[config.mk]
export PLATFORM = sky130hd
export DESIGN_NAME = llc_flush_seq
export DESIGN_NICKNAME = d
export VERILOG_FILES = /design/src/rtl/llc_flush_seq.sv
export SDC_FILE = /design/constraint.sdc
export NUM_CORES = 1
export LEC_CHECK = 0
export CAP_MARGIN = 20
export CORE_ASPECT_RATIO = 0.8
export CORE_UTILIZATION = 35
export CTS_CLUSTER_DIAMETER = 100
export DETAILED_ROUTE_END_ITERATION = 10
export PLACE_DENSITY = 0.85
export SLEW_MARGIN = 20
export SYNTH_ARGS = -nofsm -noshare
export SYNTH_HDL_FRONTEND = slang
export SYNTH_SLANG_ARGS = --single-unit
[constraint.sdc]
create_clock -name clk_i -period 3.4 [get_ports clk_i]
set_input_delay 1.02 -clock clk_i [delete_from_list [all_inputs] [get_ports clk_i]]
set_output_delay 1.02 -clock clk_i [all_outputs]
set_load 0.03 [all_outputs]
[src/rtl/llc_flush_seq.sv]
// llc_flush_seq: flushes a set of LLC ways over the RegBus configuration port.
// It writes the way mask to the flush register, then writes the commit register,
// then polls the flushed-status register until every requested way reads back as
// flushed.
// Optional feature: define LLC_FLUSH_SEQ_TIMEOUT_EN to bound polling by TimeoutCycles.
module llc_flush_seq #(
  parameter int unsigned SetAssociativity = 8,
  parameter logic [31:0] BaseAddr         = 32'h0,
  parameter logic [31:0] FlushRegOffset   = 32'h10,
  parameter logic [31:0] CommitRegOffset  = 32'h18,
  parameter logic [31:0] FlushedRegOffset = 32'h20,
  parameter int unsigned PollGap          = 16
`ifdef LLC_FLUSH_SEQ_TIMEOUT_EN
  ,
  parameter int unsigned TimeoutCycles    = 4096
`endif
) (
  input  logic                        clk_i,
  input  logic                        rst_i,
  input  logic                        flush_req_i,
  input  logic [SetAssociativity-1:0] flush_mask_i,
  output logic                        busy_o,
  output logic                        done_o,
  output logic                        err_o,
  output logic                        timeout_o,
  output logic [31:0]                 conf_req_addr_o,
  output logic                        conf_req_w_o,
  output logic [31:0]                 conf_req_wdata_o,
  output logic [3:0]                  conf_req_wstrb_o,
  output logic                        conf_req_valid_o,
  input  logic [31:0]                 conf_resp_rdata_i,
  input  logic                        conf_resp_error_i,
  input  logic                        conf_resp_ready_i
);

  // Gap counter holds PollGap-1 down to 0.
  localparam int unsigned GapW = (PollGap > 1) ? $clog2(PollGap) : 1;

  typedef enum logic [2:0] {
    StIdle,
    StWrFlush,
    StWrCommit,
    StRdStatus,
    StGap,
    StFinish
  } state_e;

  state_e            state_q, state_d;
  logic [31:0]       mask_q, mask_d;
  logic [GapW-1:0]   gap_q, gap_d;
  logic              err_q, err_d;
  logic              tmo_q, tmo_d;
  logic              hs;
  logic              tmo_hit;

  assign hs = conf_req_valid_o & conf_resp_ready_i;

`ifdef LLC_FLUSH_SEQ_TIMEOUT_EN
  logic [31:0] tcnt_q, tcnt_d;

  assign tmo_hit = (tcnt_q >= 32'(TimeoutCycles));

  // Cycles elapsed since the commit handshake; saturates once the budget is hit.
  always_comb begin
    tcnt_d = '0;
    if (state_q == StWrCommit) begin
      if (hs && !conf_resp_error_i) tcnt_d = 32'd1;
    end else if (state_q == StRdStatus || state_q == StGap) begin
      tcnt_d = tmo_hit ? tcnt_q : tcnt_q + 32'd1;
    end
  end

  // Poll budget counter.
  always_ff @(posedge clk_i or posedge rst_i) begin
    if (rst_i) tcnt_q <= '0;
    else       tcnt_q <= tcnt_d;
  end
`else
  assign tmo_hit = 1'b0;
`endif

  // Next-state logic: sequence the three register accesses and the poll loop.
  always_comb begin
    state_d = state_q;
    mask_d  = mask_q;
    gap_d   = gap_q;
    err_d   = err_q;
    tmo_d   = tmo_q;
    unique case (state_q)
      StIdle: begin
        if (flush_req_i) begin
          mask_d  = 32'(flush_mask_i);
          err_d   = 1'b0;
          tmo_d   = 1'b0;
          state_d = (flush_mask_i == '0) ? StFinish : StWrFlush;
        end
      end
      StWrFlush: begin
        if (hs) begin
          if (conf_resp_error_i) begin
            err_d   = 1'b1;
            state_d = StFinish;
          end else begin
            state_d = StWrCommit;
          end
        end
      end
      StWrCommit: begin
        if (hs) begin
          if (conf_resp_error_i) begin
            err_d   = 1'b1;
            state_d = StFinish;
          end else begin
            state_d = StRdStatus;
          end
        end
      end
      StRdStatus: begin
        if (hs) begin
          if (conf_resp_error_i) begin
            err_d   = 1'b1;
            state_d = StFinish;
          end else if (tmo_hit) begin
            // Budget ran out while the read was pending; its data is discarded.
            tmo_d   = 1'b1;
            state_d = StFinish;
          end else if ((conf_resp_rdata_i & mask_q) == mask_q) begin
            state_d = StFinish;
          end else begin
            gap_d   = GapW'(PollGap - 1);
            state_d = StGap;
          end
        end
      end
      StGap: begin
        if (tmo_hit) begin
          tmo_d   = 1'b1;
          state_d = StFinish;
        end else if (gap_q == '0) begin
          state_d = StRdStatus;
        end else begin
          gap_d = gap_q - 1'b1;
        end
      end
      StFinish: state_d = StIdle;
      default:  state_d = StIdle;
    endcase
  end

  // State and flag registers.
  always_ff @(posedge clk_i or posedge rst_i) begin
    if (rst_i) begin
      state_q <= StIdle;
      mask_q  <= '0;
      gap_q   <= '0;
      err_q   <= 1'b0;
      tmo_q   <= 1'b0;
    end else begin
      state_q <= state_d;
      mask_q  <= mask_d;
      gap_q   <= gap_d;
      err_q   <= err_d;
      tmo_q   <= tmo_d;
    end
  end

  // RegBus request fields decoded from the registered state only, so they stay
  // stable for the whole time a request waits for ready.
  always_comb begin
    conf_req_valid_o = 1'b0;
    conf_req_w_o     = 1'b0;
    conf_req_addr_o  = '0;
    conf_req_wdata_o = '0;
    conf_req_wstrb_o = 4'h0;
    unique case (state_q)
      StWrFlush: begin
        conf_req_valid_o = 1'b1;
        conf_req_w_o     = 1'b1;
        conf_req_addr_o  = BaseAddr + FlushRegOffset;
        conf_req_wdata_o = mask_q;
        conf_req_wstrb_o = 4'hF;
      end
      StWrCommit: begin
        conf_req_valid_o = 1'b1;
        conf_req_w_o     = 1'b1;
        conf_req_addr_o  = BaseAddr + CommitRegOffset;
        conf_req_wdata_o = 32'h1;
        conf_req_wstrb_o = 4'hF;
      end
      StRdStatus: begin
        conf_req_valid_o = 1'b1;
        conf_req_addr_o  = BaseAddr + FlushedRegOffset;
      end
      default: ;
    endcase
  end

  assign busy_o    = (state_q != StIdle);
  assign done_o    = (state_q == StFinish);
  assign err_o     = err_q;
  assign timeout_o = tmo_q;

endmodule
# [After elaboration in Yosys (flattened, before gate mapping)]
# Cells that the tools add are included.
[classes] addsub=1 n_eq_ne=16 n_mux=25 n_reduce_logical=12 bitwise_logic=2
[op_table] op="32-bit by 8-bit AND with 32-bit output" n=1
[op_table] op="32-bit by 8-bit equality test with 1-bit output" n=1
[op_table] op="3-bit two-way mux" n=8
[op_table] op="4-bit two-way mux" n=5
[op_table] op="6-bit one-hot mux with 3 select lines" n=1
[op_table] op="2-bit != test, second input constant" n=8
[op_table] op="8-bit one-hot mux with 2 select lines" n=1
[op_table] op="3-bit one-hot mux with 5 select lines" n=1
[op_table] op="5-bit AND reduction" n=2
[op_table] op="8-bit zero test" n=1
[op_table] op="4-bit one-hot mux with 2 select lines" n=1
[op_table] op="1-bit two-way mux" n=7
[op_table] op="3-bit by 2-bit equality test with 1-bit output, second input constant" n=2
[op_table] op="3-bit equality test, second input constant" n=2
[op_table] op="4-bit zero test" n=1
[op_table] op="2-bit by 1-bit != test with 1-bit output, second input constant" n=2
[op_table] op="4-bit AND reduction" n=1
[op_table] op="2-bit nonzero test" n=2
[op_table] op="4-bit by 1-bit subtractor with 4-bit output, second input constant" n=1
[op_table] op="3-bit by 1-bit equality test with 1-bit output, second input constant" n=1
[op_table] op="3-bit zero test" n=1
[op_table] op="3-bit nonzero test" n=1
[op_table] op="3-bit OR reduction" n=1
[op_table] op="1-bit one-hot mux with 2 select lines" n=1
[op_table] op="other kinds (3)" n=3
[word_totals] regBits=16 in_bits=45

# [Logic depth before layout (Yosys ltp)]
# Gate-level depths: netlist (run 1).
[logic_depth] ltp_word=6 depth_mapped=6

# [Least setup slack after synthesis (run 1)]
# No wires, ideal clock.
[synth_path] kind="reg2out" startpoint="register state_q[0]" endpoint="output conf_req_wdata_o[0]" stages_incl_launch_ff=5 n_path_buf=2 required_ns=2.380 path_slack_ns=0.626 t_arrival_ns=1.754 path_cell_list="dfrtp_1 -> buf_6 -> clkbuf_1 -> nor3_1 -> a21o_1"
[synth_via] elab_chain_cells=2
[synth_lines] item="start, declared" line_no="48" rtl="state_e state_q, state_d;"
[synth_lines] item="start signal, assigned" line_no="153" rtl="state_q <= StIdle;"
[synth_lines] item="start signal, assigned" line_no="159" rtl="state_q <= state_d;"
[synth_lines] item="3-bit by 2-bit equality test with 1-bit output or 3-bit by 1-bit equality test with 1-bit output (tied branches)" line_no="175" rtl="unique case (state_q)"
[synth_lines] item="8-bit one-hot mux with 2 select lines *" line_no="175"
[synth_lines] item="end, declared" line_no="28" rtl="output logic [31:0] conf_req_wdata_o,"
# Mark *: on every way between the ends. The rest lies on a longest branch, timed or not.

# [Final worst setup path (run 1)]
[layout_path] startpoint="register state_q[0]" endpoint="output conf_req_wdata_o[2]"
# Same word-level chain as after synthesis.

==> impl_metrics.ini, run 1 <==
[floorplan]
initial_core_util = 0.380
die_w_um = 75.2
die_area_sq_um = 4560
rows = 20
fp.dieH_um = 60.6
core_sq_um = 3950
ioPinCount = 119

[synth]
synth_top_area_cell = buf_4
yosys_warnings = 0
synth_area_per_cell_sq_um = 8.53
async_flop_share = 1.00
synth.area.top_cells = buf_4, dfrtp_1, mux2_2
synth-edff-count = 0
synth_cell_types = 42
netlist_area_sq_um = 1500
postSynthCellCount = 176
synth_ff_type = dfrtp_1
yosysTopAreaCellShare = 0.295
ys_ff_latch = 16
seq_area_frac_synth = 0.267

[drt]
vias = 1091
drt_pre_antenna_iters = 4
wire_per_inst_um = 10.5
dr.first_iter.drc_count = 47
drc = 0
ant_nets = 0
vias_per_cell = 4.09
drt_wl_total_um = 2790

[clock_tree]
postCtsSetupBuffers = 0
clk_pin_slew_ns = 0.07
clock_tree.buffer_depth = 2
cts.repair.resized = 0
clk_latency_ns = 0.25
cts.sinks = 16
cts.htree.levels = 1
cts_buffers = 3
ctsHoldBuffers = 0
cts_tree = built
root_buffer = clkbuf_8

[pwr]
p_leak_nw = 0.805
vdd_drop_max_mv = 0.289
power.density_nw_per_um2 = 940
report.power.total_w = 0.00167

[critical_path]
r2r_slack_ns = 1.46
max_stage_delay_ns = 0.67
cp-start-kind = flip-flop
rr_endpoint = state_q[0]$_DFFE_PP0P_
crit_family = flip-flops
rr_startpoint = state_q[0]$_DFFE_PP0P_
crit_path_max_fanout = 14
crit_buf_inv = 1
required_ns = 2.38
worstPathArrival_ns = 2.15
cp-end-kind = primary output
path_cells = and3_1 -> and2_1 -> clkdlybuf4s50_1
critical_path_class = reg -> out
crit_slowest_cell = dfrtp_1
r2r_cells = 5

[min_path]
hp-start = err_o$_DFFE_PP0P_
whs_endpoint = err_o$_DFFE_PP0P_
hold_path.class = reg -> reg
whs_path_depth = 2

[finish]
utilization = 0.449
design_area_sq_um = 1770
drive_above_1_share = 0.0849
num-nets-final = 259
multi_input_area_sq_um = 801
syn_to_final_growth_pct = 18.2
final_cells = 267
fillers = 399
register_area_sq_um = 400
antenna_cells = 0

[timing]
max_freq_ghz = 0.315
period_share = 0.933
finalSetupViolations = 0
fin_crit_ns = 3.17
hold_violations = 0
maxSlewHeadroom = 0.589
setup-tns-final_ns = 0
fin_skew_ns = 0.00676
tightest_slew_ns = 0.615
rsz0062_at_grt = false
slew_violations = 0

[placement]
dpl-instance-area_sq_um = 1720
hpwl_um = 2350
placed_cells = 263
place.gp.congestion = 0.796
io_buffers = 40

[outcome]
run_status = finished, final reports clean

[grt]
grt_usage = 0.127
grt_max_degree = 17
antenna_found_initial = 0
first_global_vias = 932
grt_pass1_wl_um = 4300
grt_overflow = 0

[flow_run]
cap_violations = 0
## cells in the final DEF, fill, tap and decap left out, drive strengths merged, types with 2 or more instances in the layout
cell / instances
clkbuf: 4
a221oi: 2
o2111ai: 2
o31ai: 3
nor3b: 2
clkdlybuf4s50: 40
dfrtp: 16
or3b: 2
mux2: 6
nor3: 10
nand2b: 8
a21oi: 3
buf: 2
inv: 9
nor4: 3
nand2: 8
conb: 54
nor2: 9
and3: 2
o21ai: 5
and2: 7
## worst min-delay path: stages, from the launching register on
cell	delay [ns]
dfrtp_1	0.37
nand2_1	0.05
o21ai_0	0.06
## area by class of cell
cell class / instances / share of cell area
inverters: 9 / 0.0190
multi-input cells: 141 / 0.451
repair buffers: 42 / 0.234
flip-flops and latches: 16 / 0.226
clock buffers: 4 / 0.0310
well taps: 55 / 0.0388
## power by group
group / internal [W] / switching, W / total, W
clock: 0.000103 / 0.0000639 / 0.000167
combinational: 0.000454 / 0.000658 / 0.00111
sequential: 0.000281 / 0.000110 / 0.000390
total: 0.000837 / 0.000831 / 0.00167
## sequential cells by signal, summed over array words and instances (netlist names)
register,count
mask_q,8
gap_q,4
state_q,3
err_o,1
## kinds of logic (layout without fill, tap and decap cells)
kind of cell,Yosys count,in the layout,share of synthesized area
simple gates,56,56,0.216
other cells,1,54,0.00250
buf+inv,72,55,0.332
compound gates,21,21,0.111
flops,16,16,0.267
mux,7,7,0.0517
fa+ha+maj,1,1,0.00833
xor+xnor,2,2,0.0117
## cells in the mapped netlist (2+ instances only)
cell and number:
o21ai_0 5, o2111ai_1 2, clkbuf_1 3, nand2_1 8, dfrtp_1 16, o31ai_2 2, nand2b_1 8, inv_1 9
nor3_1 9, a21oi_1 3, nor2_1 9, and2_1 7, nor4_1 3, and3_1 2, mux2_2 5, buf_4 59
## per-stage QoR
step	hold WS, ns	setup WS, ns
after floorplan	0.473	0.626
after global placement	0.498	0.523
after detailed placement	0.504	0.505
after CTS	0.518	0.216
after global routing	0.550	0.0957
final	0.516	0.229
## worst max-delay path by stage
stage	slack [ns]	start	to	depth (start not counted)
6_report	0.23	state_q[0]$_DFFE_PP0P_	conf_req_wdata_o[2]	3
5_1_grt	0.1	state_q[0]$_DFFE_PP0P_	conf_req_wdata_o[2]	3
4_1_cts	0.22	state_q[0]$_DFFE_PP0P_	conf_req_wdata_o[2]	3
3_5_place_dp	0.50	state_q[0]$_DFFE_PP0P_	conf_req_wdata_o[2]	3
3_3_place_gp	0.52	state_q[0]$_DFFE_PP0P_	conf_req_wdata_o[2]	3
2_1_floorplan	0.63	state_q[0]$_DFFE_PP0P_	conf_req_wdata_o[0]	4
## routing by layer
| metal | vias to the layer above | routed length [um] | GRT usage |
|---|---|---|---|
| met5 | - | 0 | 0 |
| met2 | 32 | 1430 | 0.216 |
| li1 | 552 | - | - |
| met1 | 505 | 1200 | 0.158 |
| met3 | 2 | 151 | 0.0482 |
| met4 | 0 | 12 | 0.0238 |
(Power assumes the default switching activity.)
==> run 2: changes to the inputs <==
--- a/config.mk
+++ b/config.mk
@@ -7,10 +7,11 @@
 export LEC_CHECK = 0
 export CAP_MARGIN = 20
 export CORE_ASPECT_RATIO = 0.8
-export CORE_UTILIZATION = 35
+export CORE_UTILIZATION = 30
 export CTS_CLUSTER_DIAMETER = 100
 export DETAILED_ROUTE_END_ITERATION = 10
-export PLACE_DENSITY = 0.85
+export GPL_ROUTABILITY_DRIVEN = 1
+export PLACE_DENSITY = 0.77
 export SLEW_MARGIN = 20
 export SYNTH_ARGS = -nofsm -noshare
 export SYNTH_HDL_FRONTEND = slang
==> constraint.sdc (replaced) <==
create_clock -name clk_i -period 2.8 [get_ports clk_i]
set_input_delay 0.84 -clock clk_i [delete_from_list [all_inputs] [get_ports clk_i]]
set_output_delay 0.84 -clock clk_i [all_outputs]
set_load 0.03 [all_outputs]
==> run 2 against run 1 <==
Against the previous run:
- sequential cell count stayed put
- hold slack worse by 0.0071 ns
- sequential power is 13% higher
==> impl_metrics.ini, run 2 (synthesis gave the netlist of run 1 again) <==
[outcome]
run_status = finished, final reports clean

[clock_tree]
clk_pin_slew_ns = 0.06
postCtsSetupBuffers = 0
root_buffer = clkbuf_8
cts.sinks = 16
cts.htree.levels = 1
clk_latency_ns = 0.25
clock_tree.buffer_depth = 2
cts_buffers = 3
ctsHoldBuffers = 0
cts_tree = built

[critical_path]
r2r_cells = 6
path_depth = 4
crit_buf_inv = 2
max_stage_delay_ns = 0.66
worstPathArrival_ns = 1.86
cp-start-kind = flip-flop
crit_family = buffers and inverters
critical_path_class = reg -> out
required_ns = 1.96
path_cells = inv_1 -> and3_2 -> and2_1 -> clkdlybuf4s50_1
cp-end-kind = primary output
crit_path_max_fanout = 8
crit_slowest_cell = clkdlybuf4s50_1

[grt]
grt_pass1_wl_um = 4610
grt_usage = 0.115
antenna_found_initial = 0
grt_overflow = 0
grt_max_degree = 17
first_global_vias = 1023

[pwr]
p_seq_frac = 0.217
report.power.total_w = 0.00202
power.density_nw_per_um2 = 1130
sw_frac_of_total = 0.505
vdd_drop_max_mv = 0.334
power_frac_comb = 0.700
p_sw_w = 0.00102
clkPwrFrac = 0.083
power.internal_w = 0.00100
p_leak_nw = 0.853

[timing]
finalSetupViolations = 0
fin_skew_ns = 0.00927
setup_slack_ns = 0.0977
hold_slack_ns = 0.509
period_share = 0.965
setup-tns-final_ns = 0
slew_violations = 0
hold_violations = 0
maxSlewHeadroom = 0.578
tightest_slew_ns = 0.632
fin_crit_ns = 2.70
max_freq_ghz = 0.370

[finish]
num-nets-final = 262
antenna_cells = 0
design_area_sq_um = 1800
layout_common_cells = conb_1, clkdlybuf4s50_1, dfrtp_1
fillers = 471
largest_register_ff_count = 8
regMostFlops = mask_q
reg_top3 = mask_q x8, gap_q x4, state_q x3
syn_to_final_growth_pct = 19.7
drive_above_1_share = 0.0981
layout_commonest_cell = conb_1

[drt]
drc = 0
ant_nets = 0
drt_pre_antenna_iters = 4
wire_per_inst_um = 10.9
vias = 1139
vias_per_cell = 4.16
dr.first_iter.drc_count = 74
drt_wl_total_um = 2980

[floorplan]
fp.dieH_um = 65.3
die_area_sq_um = 5290
ioPinCount = 119
core_sq_um = 4710
rows = 22
initial_core_util = 0.319
die_w_um = 81.1

[placement]
place.gp.congestion = 0.814
place_ws_ns = 0.268
io_buffers = 40
dpl-instance-area_sq_um = 1750
hpwl_um = 2520

[min_path]
hold_path.class = reg -> reg
whs_path_depth = 2

[flow_run]
cap_violations = 0
[run 2: cell types whose count changed in the layout (fill, tap and decap cells not counted)]
cell / change
clkbuf_8: -1
clkdlybuf4s50_1: -4
dlygate4sd2_1: +1
and3_2: +1
dlymetal6s2s_1: +3
buf_4: +3
and3_1: -1
[run 2: worst paths after layout]
check / startpoint / to / slack [ns]
max in group asynchronous: rst_i / gap_q[2]$_DFFE_PP0P_ / 1.41
max reg2reg: gap_q[1]$_DFFE_PP0P_ / state_q[0]$_DFFE_PP0P_ / 0.99
max: state_q[1]$_DFFE_PP0P_ / conf_req_wdata_o[4] / 0.1
min reg2reg: err_o$_DFFE_PP0P_ / err_o$_DFFE_PP0P_ / 0.51
min: err_o$_DFFE_PP0P_ / err_o$_DFFE_PP0P_ / 0.51
min in group asynchronous: rst_i / mask_q[6]$_DFFE_PP0P_ / 0.98
[run 2: layout make-up]
cell class              instances  area [sq um]  share of cell area
clock buffers                   3          41.3              0.0230
inverters                       9          33.8              0.0188
multi-input cells             141           802               0.446
flip-flops and latches         16           400               0.223
well taps                      60          75.1              0.0418
repair buffers                 45           444               0.247
[run 2: repair_timing]
| action | in CTS | in global routing |
|---|---|---|
| setup endpoints to repair | 2 | 6 |
| gates resized for setup | 2 | 3 |
| pin swaps | 0 | 0 |
[run 2: power groups by stage]
stage,registers (W),clock network (W),logic (W)
detailed placement,0.000444,0,0.00143
CTS,0.000440,0.000173,0.00143
global placement,0.000436,0,0.00141
finish,0.000439,0.000168,0.00142
global route,0.000456,0.000187,0.00151
floorplan,0.000423,0,0.00108
[run 2: worst min-delay path, cell delays in order, from the launching register on]
cell and delay [ns]:
dfrtp_1 0.36, nand2_1 0.05, o21ai_0 0.06
[run 2: layer usage]
layer | share of wire | track usage | vias up
met2 | 0.54 | 0.207 | 33
met1 | 0.41 | 0.128 | 544
met5 | 0 | 0 | -
li1 | - | - | 557
met3 | 0.049 | 0.0361 | 5
met4 | 0.0097 | 0.0335 | 0
[run 2: metrics by stage]
step,cells,util
floorplan,229,-
global placement,271,0.371
detailed placement,271,0.371
CTS,274,0.380
global route,274,0.382
finish,274,0.382
